$ cat config.mk
export PLATFORM = sky130hd
export DESIGN_NAME = grid_vga_render
export DESIGN_NICKNAME = d
export VERILOG_FILES = /design/src/rtl/grid_vga_render.sv
export SDC_FILE = /design/constraint.sdc
export NUM_CORES = 1
export LEC_CHECK = 0
export CAP_MARGIN = 20
export CORE_UTILIZATION = 40
export DETAILED_ROUTE_END_ITERATION = 10
export PLACE_DENSITY = 0.69
export SLEW_MARGIN = 20
export SYNTH_ARGS = -nofsm -noshare
export SYNTH_HDL_FRONTEND = slang
export SYNTH_SLANG_ARGS = --single-unit
$ cat constraint.sdc
create_clock -name CLK_50M -period 5.3 [get_ports CLK_50M]
set_clock_uncertainty 0.2 [all_clocks]
set_input_delay 0.795 -clock CLK_50M [delete_from_list [all_inputs] [get_ports CLK_50M]]
set_output_delay 0.795 -clock CLK_50M [all_outputs]
set_load 0.03 [all_outputs]
$ cat src/rtl/grid_vga_render.sv
// 640x480 VGA timing generator that paints a 4x8 grid of 3-bit colour cells.
// The grid colours are captured once per frame so the picture never tears.
module grid_vga_render #(
  parameter int H_ACTIVE = 640,
  parameter int H_FP     = 16,
  parameter int H_SYNC   = 96,
  parameter int H_BP     = 48,
  parameter int V_ACTIVE = 480,
  parameter int V_FP     = 10,
  parameter int V_SYNC   = 2,
  parameter int V_BP     = 33,
  parameter int GRID_X0  = 200,
  parameter int CELL     = 60
) (
  input  logic        CLK_50M,
  input  logic        RST_N,
  input  logic [23:0] column_0,
  input  logic [23:0] column_1,
  input  logic [23:0] column_2,
  input  logic [23:0] column_3,
  output logic        vga_hs,
  output logic        vga_vs,
  output logic [3:0]  vga_r,
  output logic [3:0]  vga_g,
  output logic [3:0]  vga_b,
  output logic        frame_tick
);

  localparam int H_TOTAL = H_ACTIVE + H_FP + H_SYNC + H_BP;
  localparam int V_TOTAL = V_ACTIVE + V_FP + V_SYNC + V_BP;
  localparam int HW      = $clog2(H_TOTAL);
  localparam int VW      = $clog2(V_TOTAL);
  localparam int OW      = $clog2(CELL);

  logic              pix_en_q, pix_en_d;
  logic [HW-1:0]     h_cnt_q, h_cnt_d;
  logic [VW-1:0]     v_cnt_q, v_cnt_d;
  logic [OW-1:0]     x_off_q, x_off_d, y_off_q, y_off_d;
  logic [1:0]        col_q, col_d;
  logic [2:0]        row_q, row_d;
  logic [3:0][23:0]  fb_q, fb_d;
  logic              hs_q, hs_d, vs_q, vs_d;
  logic [2:0]        rgb_q, rgb_d;
  logic              h_wrap, v_wrap, snap, in_grid;
  logic [23:0]       cell_word;
  logic [2:0]        cell_rgb;

  function automatic logic [3:0] expand(input logic bit_in);
    return {4{bit_in}};
  endfunction

  always_comb begin
    pix_en_d = ~pix_en_q;
    h_cnt_d  = h_cnt_q;
    v_cnt_d  = v_cnt_q;
    x_off_d  = x_off_q;
    y_off_d  = y_off_q;
    col_d    = col_q;
    row_d    = row_q;
    fb_d     = fb_q;
    hs_d     = hs_q;
    vs_d     = vs_q;
    rgb_d    = rgb_q;

    h_wrap = (h_cnt_q == HW'(H_TOTAL - 1));
    v_wrap = (v_cnt_q == VW'(V_TOTAL - 1));
    snap   = pix_en_q && (h_cnt_q == '0) && (v_cnt_q == VW'(V_ACTIVE));

    in_grid = (h_cnt_q >= HW'(GRID_X0)) && (h_cnt_q < HW'(GRID_X0 + 4 * CELL)) &&
              (v_cnt_q < VW'(8 * CELL)) &&
              (h_cnt_q < HW'(H_ACTIVE)) && (v_cnt_q < VW'(V_ACTIVE));
    cell_word = fb_q[col_q];
    cell_rgb  = cell_word[5'd23 - 5'd3 * {2'b00, row_q} -: 3];

    if (pix_en_q) begin
      hs_d  = !((h_cnt_q >= HW'(H_ACTIVE + H_FP)) && (h_cnt_q < HW'(H_ACTIVE + H_FP + H_SYNC)));
      vs_d  = !((v_cnt_q >= VW'(V_ACTIVE + V_FP)) && (v_cnt_q < VW'(V_ACTIVE + V_FP + V_SYNC)));
      rgb_d = 3'b000;
      if (in_grid && (x_off_q != '0) && (y_off_q != '0)) begin
        rgb_d = cell_rgb;
      end

      h_cnt_d = h_wrap ? '0 : h_cnt_q + HW'(1);
      if (h_wrap) begin
        v_cnt_d = v_wrap ? '0 : v_cnt_q + VW'(1);
      end

      // Cell sub-counters track the coordinate the main counters are moving to.
      if (h_cnt_d == HW'(GRID_X0)) begin
        x_off_d = '0;
        col_d   = 2'd0;
      end else if (x_off_q == OW'(CELL - 1)) begin
        x_off_d = '0;
        col_d   = col_q + 2'd1;
      end else begin
        x_off_d = x_off_q + OW'(1);
      end

      if (h_wrap) begin
        if (v_cnt_d == '0) begin
          y_off_d = '0;
          row_d   = 3'd0;
        end else if (y_off_q == OW'(CELL - 1)) begin
          y_off_d = '0;
          row_d   = row_q + 3'd1;
        end else begin
          y_off_d = y_off_q + OW'(1);
        end
      end
    end

    if (snap) begin
      fb_d = {column_3, column_2, column_1, column_0};
    end
  end

  always_ff @(posedge CLK_50M or negedge RST_N) begin
    if (!RST_N) begin
      pix_en_q <= 1'b0;
      h_cnt_q  <= '0;
      v_cnt_q  <= '0;
      x_off_q  <= '0;
      y_off_q  <= '0;
      col_q    <= 2'd0;
      row_q    <= 3'd0;
      fb_q     <= '0;
      hs_q     <= 1'b1;
      vs_q     <= 1'b1;
      rgb_q    <= 3'b000;
    end else begin
      pix_en_q <= pix_en_d;
      h_cnt_q  <= h_cnt_d;
      v_cnt_q  <= v_cnt_d;
      x_off_q  <= x_off_d;
      y_off_q  <= y_off_d;
      col_q    <= col_d;
      row_q    <= row_d;
      fb_q     <= fb_d;
      hs_q     <= hs_d;
      vs_q     <= vs_d;
      rgb_q    <= rgb_d;
    end
  end

  assign vga_hs     = hs_q;
  assign vga_vs     = vs_q;
  assign vga_r      = expand(rgb_q[2]);
  assign vga_g      = expand(rgb_q[1]);
  assign vga_b      = expand(rgb_q[0]);
  assign frame_tick = snap;

endmodule

==> impl_metrics.yaml <==
clocking:
  hold_buffers: 0
  post_cts_buffers: 0
  clk_pin_slew_ps: 60
  clock_latency_ps: 430
  cts_sinks: 139
  h-tree-depth: 4
  cts_made_buffers: 17
  cts_root_buffer: "clkbuf_16"
  ctsResizeCount: 0
  cts_buffer_depth: 2
  cts_tree: "yes"
critical_path:
  crit_fanout: 18
  start_kind: "register"
  cpMaxStageDelayCell: "fa_1"
  worstSetupPathType: "reg -> reg"
  r2r_setup_slack_ps: 920
  crit_family: "adder cells"
  crit_arrival_ps: 4530
  cp_cell_sequence: "inv_2, ha_1, inv_1, fa_1, mux4_2, mux2i_1, mux4_2, a2111oi_0, a31oi_1, o2bb2ai_1"
  rr_worst_depth: 10
  rr_startpoint: "row_q[0]"
  path_common_cell: "mux4_2"
  end_kind: "register"
  r2r-end: "rgb_q[2]"
  slowest_delay_ps: 1070
  required_ps: 5450
  crit_buf_inv: 2
timing:
  final-setup-viol-count: 0
  fin_crit_sh_pct: 82.6
  timing.fmax_mhz: 228
  worst_pin_slew_ps: 998
  setup-tns-final_ps: 0
  hold_viol_final: 0
  drv_slew: 0
  holdWs_ps: 222
  rsz0062_at_grt: "false"
  maxSlewHeadroom_pct: 33.5
  fin_crit_ps: 4380
cells_and_area:
  area_growth_pct: 23.3
  n_antenna_cell: 0
  drive_gt1_share_pct: 25.7
  nets: 854
drt:
  wl_per_cell_um: 17.6
  drcViolationCount: 0
  first_iter_violations: 320
  via_per_inst: 5.51
  antenna_left: 0
  drt_wl_total_um: 17800
  drtPass1Iterations: 5
  num_vias: 5590
synth:
  ys_types: 69
  synth_area_um2: 7850
  ys_top_cells_by_count: "dfrtp_1 (137), mux2_2 (98), nand2_1 (54), mux4_2 (37), o21ai_0 (37)"
  async_flop_share_pct: 100
  synth_most_common_cell: "dfrtp_1"
  synthTopCellsByArea: "dfrtp_1 (44%), mux2_2 (14%), mux4_2 (11%)"
  syn_nets: 770
  synth_largest_area_cell: "dfrtp_1"
  syn-instance-count: 657
  ys_ff_latch: 139
  synth_flop_cell: "dfrtp_1"
  synth-edff-count: 0
  avgSynthCellArea_um2: 11.9
  ys_seq_area_share_pct: 44.4
  yosysTopAreaCellShare_pct: 43.7
  yosysWarnings: 0
global_routing:
  antenna_found_initial: 0
  grt_pass1_wl_um: 29900
  grt_pass1_vias: 5871
  overflow: 0
  grt_max_degree: 97
  track_usage_pct: 19.1
power_and_ir_drop:
  powerDensity_nw_per_um2: 247
  leakage_nw: 4.12
  vdd_drop_max_v: 0.000216
die:
  rows: 50
  initial_utilization_pct: 41.4
  die_h_um: 142
  ioPinCount: 113
  core_area_um2: 19000
  dieArea_um2: 20200
  die_w_um: 142
flow_run:
  maxCapViolCount: 0
placement:
  gp_congestion: 0.923
  portBuffers: 112
  dp_hpwl_um: 12700
run_status:
  status: "completed"
min_path:
  hp-class: "in -> async"
[registers in the layout (all words and copies together) (netlist names)]
| register | cells |
|---|---|
| x_off_q | 6 |
| fb_q | 96 |
| vga_vs | 1 |
| v_cnt_q | 10 |
| y_off_q | 6 |
| col_q | 2 |
| vga_hs | 1 |
| pix_en_q | 1 |
| row_q | 3 |
| h_cnt_q | 10 |
| rgb_q | 3 |
[how the worst max path moves through the flow]
stage / startpoint / end / slack, ps / depth (start not counted)
3_5_place_dp: row_q[0] / rgb_q[2] / 970 / 11
4_1_cts: row_q[0] / rgb_q[2] / 940 / 10
5_1_grt: row_q[0] / rgb_q[2] / 600 / 11
3_3_place_gp: row_q[0] / rgb_q[2] / 1120 / 11
2_1_floorplan: row_q[0] / rgb_q[2] / 1350 / 15
6_report: row_q[0] / rgb_q[2] / 920 / 10
[metrics by stage]
step	cell area [um2]	std cells	worst slack [ps]	total power, mW	utilization [%]
floorplan	7850	657	1350	1.08	-
finish	9680	1014	922	2.39	51.1
global placement	9060	982	1120	1.17	47.8
detailed placement	9060	982	968	1.18	47.8
global route	9680	1014	602	2.47	51.1
CTS	9680	1014	941	2.41	51.0
[power by group]
| group | total [mW] | internal [mW] | switching [mW] |
|---|---|---|---|
| Sequential | 1.06 | 1.06 | 0 |
| Combinational | 0.0928 | 0.0627 | 0.0301 |
| Clock | 1.23 | 0.745 | 0.490 |
| Total | 2.39 | 1.87 | 0.520 |
[layout make-up]
cell class	instances	area (um2)
clock buffer	20	467
inverter	21	78.8
clock inverter	12	150
tap	260	325
sequential	139	3480
fill	1627	9280
timing repair buffer	116	1160
multi-input combinational	446	4010
[cells by family after synthesis]
group / share of synthesized area (%)
AOI/OAI and AO/OA: 8.47
muxes: 27.3
buffers and inverters: 4.66
and+or+nand+nor: 10.9
DFF: 44.4
xor gates and xnor gates: 1.79
adders and majority gates: 2.49
[cell usage in the layout (no fill, tap or decap), types with 5 or more instances in the layout]
cell type,synthesis,layout
nor2_1,17,16
and3_1,7,7
clkbuf_16,0,17
mux4_2,37,37
o21ai_0,37,37
dfrtp_1,137,135
nand3_1,16,16
nor3_1,13,13
a21oi_1,16,16
ha_1,14,14
mux2_2,98,98
xnor2_1,10,10
inv_1,20,20
inv_6,0,5
nand4_1,8,8
and2_1,6,6
nand2_1,54,54
nand2b_1,7,7
nor4_1,7,7
clkdlybuf4s50_1,0,111
mux2i_1,18,18
xor2_1,6,6
[worst register-to-register path, delay by kind of cell, from the launching register on]
family                     cells  cell delay [ps]
AOI/OAI and AO/OA              3              660
muxes                          3              970
adders and majority gates      2             1570
DFF                            1              390
buffers and inverters          2              490
[routing by layer]
metal / wire (um) / GRT usage (%)
met1: 7400 / 23.1
met2: 8970 / 32.1
met3: 1130 / 5.96
met4: 313 / 6.45
met5: 0 / 0
No activity file was read; power rests on OpenSTA's default activity.
